--- config.mk ---
export PLATFORM = sky130hd
export DESIGN_NAME = cnn_conv_sequencer_flat
export DESIGN_NICKNAME = d
export VERILOG_FILES = /design/src/rtl/cnn_pkg.sv /design/src/rtl/cnn_conv_sequencer_if.sv /design/src/rtl/cnn_conv_sequencer.sv /design/src/flat_wrapper.sv
export SDC_FILE = /design/constraint.sdc
export NUM_CORES = 1
export LEC_CHECK = 0
export CAP_MARGIN = 25
export CORE_ASPECT_RATIO = 0.7
export CORE_UTILIZATION = 50
export CTS_CLUSTER_SIZE = 25
export DETAILED_ROUTE_END_ITERATION = 12
export PLACE_DENSITY = 0.79
export SYNTH_ARGS = -nofsm -noshare
export SYNTH_HDL_FRONTEND = slang
export SYNTH_SLANG_ARGS = --single-unit
--- constraint.sdc ---
create_clock -name clk -period 3.3 [get_ports clk]
set_input_delay 0.66 -clock clk [delete_from_list [all_inputs] [get_ports clk]]
set_output_delay 0.66 -clock clk [all_outputs]
set_load 0.1 [all_outputs]
--- src/rtl/cnn_pkg.sv ---
// Shared types and sizes for the conv sequencer.
// Element counts are fixed to the 4x4 tile / 3x3 kernel datapath.
package cnn_pkg;

  typedef enum logic [2:0] {
    IDLE,
    LOAD_KER,
    LOAD_TILE,
    COMPUTE,
    DRAIN
  } state_t;

  localparam int KER_ELEMS  = 9;
  localparam int TILE_ELEMS = 16;
  localparam int OUT_ELEMS  = 4;
  localparam int CNT_W      = 5;

endpackage

--- src/rtl/cnn_conv_sequencer_if.sv ---
// Byte-stream handshakes into and out of the conv sequencer.
// The slave side is the sequencer; the master side feeds and drains it.
interface cnn_conv_sequencer_if #(
  parameter int DATA_W = 8
);

  logic              in_valid_i;
  logic [DATA_W-1:0] in_data_i;
  logic              in_ready_o;
  logic              out_valid_o;
  logic [DATA_W-1:0] out_data_o;
  logic              out_last_o;
  logic              out_ready_i;

  modport slave (
    input  in_valid_i,
    input  in_data_i,
    output in_ready_o,
    output out_valid_o,
    output out_data_o,
    output out_last_o,
    input  out_ready_i
  );

  modport master (
    output in_valid_i,
    output in_data_i,
    input  in_ready_o,
    input  out_valid_o,
    input  out_data_o,
    input  out_last_o,
    output out_ready_i
  );

endinterface

--- src/rtl/cnn_conv_sequencer.sv ---
// Loads kernel/tile bytes into registers for the conv datapath,
// waits for the result and streams the four output bytes back.
module cnn_conv_sequencer
  import cnn_pkg::*;
#(
  parameter int DATA_W      = 8,
  parameter int TILE_N      = 4,
  parameter int KER_N       = 3,
  parameter int COMPUTE_LAT = 1
) (
  input  logic                           clk,
  input  logic                           rst_n,
  input  logic                           start_i,
  input  logic                           reload_ker_i,
  output logic                           busy_o,
  output logic                           done_o,
  output logic [KER_N*KER_N*DATA_W-1:0]  ker_flat_o,
  output logic [TILE_N*TILE_N*DATA_W-1:0] tile_flat_o,
  input  logic [OUT_ELEMS*DATA_W-1:0]    res_flat_i,
  cnn_conv_sequencer_if.slave            bus
);

  state_t r_state;

  logic [CNT_W-1:0] r_cnt;
  logic [7:0]       r_lat;
  logic             r_kld;

  logic [KER_N*KER_N-1:0][DATA_W-1:0]   r_ker;
  logic [TILE_N*TILE_N-1:0][DATA_W-1:0] r_tile;
  logic [OUT_ELEMS-1:0][DATA_W-1:0]     r_res;

  logic              r_busy;
  logic              r_done;
  logic              r_in_rdy;
  logic              r_out_vld;
  logic [DATA_W-1:0] r_out_data;
  logic              r_out_last;

  logic       w_in_hs;
  logic       w_out_hs;
  logic [1:0] w_nidx;

  assign w_in_hs  = bus.in_valid_i & r_in_rdy;
  assign w_out_hs = r_out_vld & bus.out_ready_i;
  assign w_nidx   = r_cnt[1:0] + 2'd1;

  always_ff @(posedge clk or negedge rst_n) begin
    if (!rst_n) begin
      r_state    <= IDLE;
      r_cnt      <= '0;
      r_lat      <= '0;
      r_kld      <= 1'b0;
      r_ker      <= '0;
      r_tile     <= '0;
      r_res      <= '0;
      r_busy     <= 1'b0;
      r_done     <= 1'b0;
      r_in_rdy   <= 1'b0;
      r_out_vld  <= 1'b0;
      r_out_data <= '0;
      r_out_last <= 1'b0;
    end else begin
      r_done <= 1'b0;
      unique case (r_state)
        IDLE: begin
          if (start_i) begin
            r_cnt    <= '0;
            r_busy   <= 1'b1;
            r_in_rdy <= 1'b1;
            if (reload_ker_i | ~r_kld) r_state <= LOAD_KER;
            else                       r_state <= LOAD_TILE;
          end
        end
        LOAD_KER: begin
          if (w_in_hs) begin
            r_ker[r_cnt[3:0]] <= bus.in_data_i;
            if (r_cnt == 5'(KER_ELEMS-1)) begin
              r_cnt   <= '0;
              r_kld   <= 1'b1;
              r_state <= LOAD_TILE;
            end else begin
              r_cnt <= r_cnt + 5'd1;
            end
          end
        end
        LOAD_TILE: begin
          if (w_in_hs) begin
            r_tile[r_cnt[3:0]] <= bus.in_data_i;
            if (r_cnt == 5'(TILE_ELEMS-1)) begin
              r_cnt    <= '0;
              r_lat    <= '0;
              r_in_rdy <= 1'b0;
              r_state  <= COMPUTE;
            end else begin
              r_cnt <= r_cnt + 5'd1;
            end
          end
        end
        COMPUTE: begin
          // the datapath is combinational on the held regs
          if (r_lat == 8'(COMPUTE_LAT-1)) begin
            r_res      <= res_flat_i;
            r_out_vld  <= 1'b1;
            r_out_data <= res_flat_i[DATA_W-1:0];
            r_out_last <= 1'b0;
            r_state    <= DRAIN;
          end else begin
            r_lat <= r_lat + 8'd1;
          end
        end
        DRAIN: begin
          if (w_out_hs) begin
            if (r_cnt == 5'(OUT_ELEMS-1)) begin
              r_cnt      <= '0;
              r_out_vld  <= 1'b0;
              r_out_data <= '0;
              r_out_last <= 1'b0;
              r_busy     <= 1'b0;
              r_done     <= 1'b1;
              r_state    <= IDLE;
            end else begin
              r_cnt      <= r_cnt + 5'd1;
              r_out_data <= r_res[w_nidx];
              r_out_last <= (w_nidx == 2'(OUT_ELEMS-1));
            end
          end
        end
        default: r_state <= IDLE;
      endcase
    end
  end

  assign busy_o          = r_busy;
  assign done_o          = r_done;
  assign ker_flat_o      = r_ker;
  assign tile_flat_o     = r_tile;
  assign bus.in_ready_o  = r_in_rdy;
  assign bus.out_valid_o = r_out_vld;
  assign bus.out_data_o  = r_out_data;
  assign bus.out_last_o  = r_out_last;

endmodule
--- src/flat_wrapper.sv ---
// flat-port wrapper written by rule: the top's interface ports become plain ports
module cnn_conv_sequencer_flat import cnn_pkg::*;
#(
  parameter int DATA_W      = 8,
  parameter int TILE_N      = 4,
  parameter int KER_N       = 3,
  parameter int COMPUTE_LAT = 1
)
  (clk, rst_n, start_i, reload_ker_i, busy_o, done_o, ker_flat_o, tile_flat_o, res_flat_i, bus_in_valid_i, bus_in_data_i, bus_in_ready_o, bus_out_valid_o, bus_out_data_o, bus_out_last_o, bus_out_ready_i);
  cnn_conv_sequencer_if #(.DATA_W(DATA_W)) bus_i ();
  input  logic clk;
  input  logic rst_n;
  input  logic start_i;
  input  logic reload_ker_i;
  output logic busy_o;
  output logic done_o;
  output logic [KER_N*KER_N*DATA_W-1:0] ker_flat_o;
  output logic [TILE_N*TILE_N*DATA_W-1:0] tile_flat_o;
  input  logic [OUT_ELEMS*DATA_W-1:0] res_flat_i;
  input wire logic [$bits(bus_i.in_valid_i)-1:0] bus_in_valid_i;
  input wire logic [$bits(bus_i.in_data_i)-1:0] bus_in_data_i;
  output wire logic [$bits(bus_i.in_ready_o)-1:0] bus_in_ready_o;
  output wire logic [$bits(bus_i.out_valid_o)-1:0] bus_out_valid_o;
  output wire logic [$bits(bus_i.out_data_o)-1:0] bus_out_data_o;
  output wire logic [$bits(bus_i.out_last_o)-1:0] bus_out_last_o;
  input wire logic [$bits(bus_i.out_ready_i)-1:0] bus_out_ready_i;
  assign bus_i.in_valid_i = bus_in_valid_i;
  assign bus_i.in_data_i = bus_in_data_i;
  assign bus_in_ready_o = bus_i.in_ready_o;
  assign bus_out_valid_o = bus_i.out_valid_o;
  assign bus_out_data_o = bus_i.out_data_o;
  assign bus_out_last_o = bus_i.out_last_o;
  assign bus_i.out_ready_i = bus_out_ready_i;
  cnn_conv_sequencer #(.DATA_W(DATA_W), .TILE_N(TILE_N), .KER_N(KER_N), .COMPUTE_LAT(COMPUTE_LAT)) u_core (.clk(clk), .rst_n(rst_n), .start_i(start_i), .reload_ker_i(reload_ker_i), .busy_o(busy_o), .done_o(done_o), .ker_flat_o(ker_flat_o), .tile_flat_o(tile_flat_o), .res_flat_i(res_flat_i), .bus(bus_i));
endmodule
==> results.json, run 1 <==
{
  "outcome": "completed",
  "finalSetupTns_ns": 0,
  "synthFlopType": "dfrtp_1",
  "max_freq_mhz": 382,
  "drtAntennaViolNets": 0,
  "rrSetupSlack_ns": 0.68,
  "async_reset_ff_share_pct": 100,
  "skew_ns": 0.0276,
  "synthCells": 716,
  "slew_viol_final": 0,
  "first_pass_iters": 4,
  "die_w_microns": 178,
  "crit_path_max_fanout": 18,
  "rsz0062_at_grt": "false",
  "postCtsSetupRepairBufs": 0,
  "start_kind": "register",
  "placed_area_sq_mm": 0.0132,
  "vias": 6922,
  "grt_pass1_wl_microns": 43100,
  "timing.final.hold_violations": 0,
  "pin_count": 259,
  "hold_buffers": 0,
  "antenna_found_initial": 0,
  "tightestPinTransition_ns": 0.766,
  "relSlewSlack_pct": 49.0,
  "drc": 0,
  "grt_max_degree": 99,
  "tritoncts": "yes",
  "routabilityCongestion": 0.783,
  "die_y_microns": 125,
  "post_synth_num_cell_types": 55,
  "synth_warnings": 0,
  "port_buffers": 258,
  "post-dp-hpwl_microns": 18200,
  "numCtsBuffers": 26,
  "synth_seq_cells": 262,
  "path_clk_slew_ns": 0.06,
  "final_area_sq_mm": 0.0142,
  "period_minus_slack_ns": 2.62,
  "hold_class": "primary input to async pin",
  "synth-edff-count": 0,
  "clock_sinks": 262,
  "fillers": 1537,
  "clk_path_buf_depth": 3,
  "end_kind": "register",
  "coreArea_sq_mm": 0.0210,
  "maxCapViolCount": 0,
  "path_class": "register to register",
  "cts_max_level": 1,
  "netlist_area_sq_mm": 0.0108,
  "mostFrequentLayoutCells": "dfrtp_1, buf_4, mux2_2",
  "critPathRequiredTime_ns": 3.68,
  "cp_data_arrival_time_ns": 3.00,
  "syn-num-nets": 769,
  "final_common_cell": "dfrtp_1",
  "cts_resized": 0,
  "core.rowCount": 44,
  "root_buffer": "clkbuf_16",
  "wl_per_cell_microns": 21.4,
  "avgSynthCellArea_sq_um": 15.1,
  "period_share_pct": 79.4,
  "area_delta_synth_final_pct": 31.3,
  "diodes": 0,
  "grt_pass1_vias": 7307,
  "track_usage_pct": 25.3,
  "die-area_sq_mm": 0.0222,
  "drive_gt1_share_pct": 54.7,
  "ys_seq_area_share_pct": 60.6,
  "routed_wl_microns": 27400,
  "fin_nets": 1035,
  "first_iter_violations": 404,
  "clk_latency_ns": 0.54,
  "setup_viol": 0,
  "grt_overflow_total": 0,
  "via_per_inst": 5.42,
  "initial_core_util_pct": 51.6
}
-- kinds of logic (layout without fill, tap and decap cells) --
logic type | Yosys count | in the layout | synth area share [%]
flops | 262 | 262 | 60.6
mux | 242 | 242 | 26.3
simple gates | 102 | 102 | 6.57
buf+inv | 52 | 338 | 2.24
compound gates | 46 | 46 | 3.10
fa+ha+maj | 7 | 7 | 0.809
xor+xnor | 5 | 5 | 0.405
-- area by class of cell --
type	instances	area, sq um	area share (%)
sequential	262	6560	46.2
clock buffer	33	717	5.05
clock inverter	15	253	1.78
inverter	11	41.3	0.291
timing repair buffer	279	2260	15.9
multi-input combinational	402	4030	28.4
tap	276	345	2.43
-- cell usage after synthesis, types with 2 or more instances --
master | count | area, sq um
nor2b_1 | 4 | 25.0
xor2_1 | 4 | 35.0
nor2_1 | 13 | 48.8
ha_1 | 7 | 87.6
mux2_2 | 220 | 2480
mux2_1 | 6 | 67.6
buf_4 | 4 | 30.0
mux4_2 | 8 | 180
nand2_2 | 8 | 50.1
inv_1 | 11 | 41.3
a21oi_1 | 5 | 25.0
o21ai_0 | 14 | 70.1
nor3_1 | 5 | 25.0
a22oi_1 | 9 | 67.6
nand2b_1 | 4 | 25.0
a22o_1 | 3 | 26.3
nand2_1 | 23 | 86.3
and3_1 | 3 | 18.8
nand3b_1 | 2 | 15.0
and2_0 | 2 | 12.5
a21o_1 | 3 | 22.5
dfrtp_1 | 262 | 6560
nor2_2 | 2 | 12.5
nand3_1 | 8 | 40.0
nand3_4 | 10 | 175
mux2_4 | 8 | 120
buf_1 | 4 | 15.0
buf_2 | 13 | 65.1
nand4_1 | 4 | 25.0
clkbuf_1 | 19 | 71.3
nand3_2 | 4 | 40.0
-- critical path: stages, from the launching register on --
cell and delay, ns:
dfrtp_1 0.62, or3b_1 0.55, nand2b_1 0.23, nand3_1 0.55, o21ai_0 0.41, nand2_1 0.09
-- flip-flops by register name, summed over array words and instances, names as in the netlist, 3 cells and up --
name,cells
u_core.r_res,32
u_core.r_cnt,5
u_core.r_lat,8
u_core.tile_flat_o,128
u_core.ker_flat_o,72
u_core.bus.out_data_o,8
u_core.r_state,3
-- worst paths after layout --
check | end | cells past startpoint | startpoint
min reg2reg | u_core.bus.out_data_o[3] | 2 | u_core.bus.out_data_o[3]
min in group clk | u_core.bus.out_data_o[3] | 2 | u_core.bus.out_data_o[3]
max | u_core.bus.out_valid_o | 5 | u_core.r_state[0]
min | u_core.tile_flat_o[102] | 1 | rst_n
max in group asynchronous | u_core.tile_flat_o[43] | 2 | rst_n
max reg2reg | u_core.bus.out_valid_o | 5 | u_core.r_state[0]
-- through the flow --
step / setup slack (ns) / util [%] / cells / hold slack [ns]
after floorplan: 0.940 / - / 716 / 0.364
after global placement: 0.507 / 63.1 / 1230 / 0.464
after detailed placement: 0.483 / 63.1 / 1230 / 0.473
after CTS: 0.643 / 67.7 / 1278 / 0.188
after global routing: 0.477 / 67.7 / 1278 / 0.221
final: 0.679 / 67.7 / 1278 / 0.159
-- routing by layer --
metal | share of wire (%) | wire, microns | global-route usage (%) | up-vias
met1 | 46 | 12700 | 36.3 | 3586
li1 | - | - | - | 3093
met2 | 45 | 12200 | 38.9 | 214
met5 | 0 | 0 | 0 | -
met3 | 7.4 | 2020 | 6.81 | 29
met4 | 1.6 | 435 | 4.78 | 0
Power of run 1 is left out: the tool's default activity adds up to more than one toggle a clock period on the data nets, which glitch-free logic cannot reach.
==> run 2: changes to the inputs <==
--- a/config.mk
+++ b/config.mk
@@ -7,10 +7,10 @@
 export LEC_CHECK = 0
 export CAP_MARGIN = 25
 export CORE_ASPECT_RATIO = 0.7
-export CORE_UTILIZATION = 50
+export CORE_UTILIZATION = 45
 export CTS_CLUSTER_SIZE = 25
 export DETAILED_ROUTE_END_ITERATION = 12
-export PLACE_DENSITY = 0.79
+export PLACE_DENSITY = 0.75
 export SYNTH_ARGS = -nofsm -noshare
 export SYNTH_HDL_FRONTEND = slang
 export SYNTH_SLANG_ARGS = --single-unit
==> constraint.sdc (replaced) <==
create_clock -name clk -period 2.2 [get_ports clk]
set_input_delay 0.44 -clock clk [delete_from_list [all_inputs] [get_ports clk]]
set_output_delay 0.44 -clock clk [all_outputs]
set_load 0.1 [all_outputs]
==> results.json, run 2 (synthesis gave the netlist of run 1 again) <==
{
  "hold_class": "primary input to async pin",
  "final_common_cell": "dfrtp_1",
  "outcome": "completed",
  "cp-startpoint": "u_core.r_cnt[1]",
  "vias": 7024,
  "drc": 0,
  "coreArea_sq_mm": 0.0236,
  "cp_data_arrival_time_ns": 2.47,
  "grt_max_degree": 67,
  "clk_path_buf_depth": 3,
  "die-area_sq_mm": 0.0247,
  "fin_nets": 1063,
  "clk_latency_ns": 0.53,
  "first_iter_violations": 322,
  "diodes": 0,
  "initial_core_util_pct": 45.8,
  "end_kind": "register",
  "largest_register_ffs": 128,
  "critPathRequiredTime_ns": 2.61,
  "multi_input_area_sq_mm": 0.00403,
  "die_y_microns": 132,
  "regArea_sq_mm": 0.00656,
  "finalSetupTns_ns": 0,
  "root_buffer": "clkbuf_16",
  "max_freq_mhz": 484,
  "setup_viol": 0,
  "numCtsBuffers": 26,
  "tightestPinTransition_ns": 0.629,
  "maxCapViolCount": 0,
  "period_minus_slack_ns": 2.07,
  "skew_ns": 0.0200,
  "path_clk_slew_ns": 0.06,
  "rsz0062_at_grt": "false",
  "port_buffers": 258,
  "fillers": 1860,
  "reg2reg_depth": 6,
  "mostFrequentLayoutCells": "dfrtp_1, buf_4, mux2_2",
  "tritoncts": "yes",
  "grt_overflow_total": 0,
  "core.rowCount": 47,
  "grt_pass1_vias": 7437,
  "timing.final.hold_violations": 0,
  "pin_count": 259,
  "first_pass_iters": 4,
  "cts_max_level": 1,
  "via_per_inst": 5.22,
  "grt_pass1_wl_microns": 44400,
  "drive_gt1_share_pct": 55.9,
  "r2r_start": "u_core.r_cnt[1]",
  "track_usage_pct": 23.2,
  "path_class": "register to register",
  "area_delta_synth_final_pct": 33.5,
  "crit_path_max_fanout": 5,
  "routabilityCongestion": 0.862,
  "antenna_found_initial": 0,
  "r2r-end": "u_core.r_cnt[2]",
  "start_kind": "register",
  "die_w_microns": 187,
  "clock_sinks": 262,
  "relSlewSlack_pct": 58.0,
  "routed_wl_microns": 27800,
  "post-dp-hpwl_microns": 19000,
  "wl_per_cell_microns": 20.7,
  "slew_viol_final": 0,
  "period_share_pct": 93.9,
  "rrSetupSlack_ns": 0.13,
  "drtAntennaViolNets": 0
}
## run 2: metrics by stage
step | utilization [%] | hold slack, ns | setup slack [ns] | std cells | area (sq um)
floorplan | - | 0.144 | 0.0783 | 716 | 10800
global placement | 57.2 | 0.450 | -0.191 | 1299 | 13500
detailed placement | 57.2 | 0.455 | -0.242 | 1299 | 13500
CTS | 61.1 | 0.488 | 0.130 | 1346 | 14500
global route | 61.1 | 0.513 | 0.00403 | 1346 | 14500
finish | 61.1 | 0.480 | 0.134 | 1346 | 14500
## run 2: timing repair
action	CTS	global route
setup endpoints to repair	0	3
hold buffers	1	0
gates resized for setup	0	1
setup buffers	0	0
endpoints found under the hold margin	57	0
## run 2: final cells by class
type	instances	area share (%)
Multi-Input combinational cell	402	27.9
Timing Repair Buffer	307	17.4
Clock inverter	6	0.597
Inverter	11	0.286
Tap cell	318	2.75
Sequential cell	262	45.4
Clock buffer	40	5.71
## run 2: critical path: stages, from the launching register on
cell and delay, ns:
dfrtp_1 0.42, ha_1 0.29, or4b_2 0.70, nand3b_1 0.13, a21oi_1 0.12, a2bb2o_1 0.26
nand2_1 0.05
## run 2: how the worst max path moves through the flow
| stage | end | depth (start not counted) |
|---|---|---|
| after floorplan | u_core.r_state[0] | 8 |
| final | u_core.r_cnt[2] | 6 |
| after global placement | u_core.ker_flat_o[23] | 7 |
| after CTS | u_core.ker_flat_o[23] | 6 |
| after global routing | u_core.r_cnt[2] | 6 |
| after detailed placement | u_core.ker_flat_o[23] | 7 |
## run 2: metal layers
metal,vias to the layer above,track usage [%],share of wire [%]
li1,3142,-,-
met1,3675,34.0,46
met2,181,34.4,45
met3,26,6.87,7.6
met4,0,4.51,1.3
met5,-,0,0
Power of run 2 is left out for the same reason.
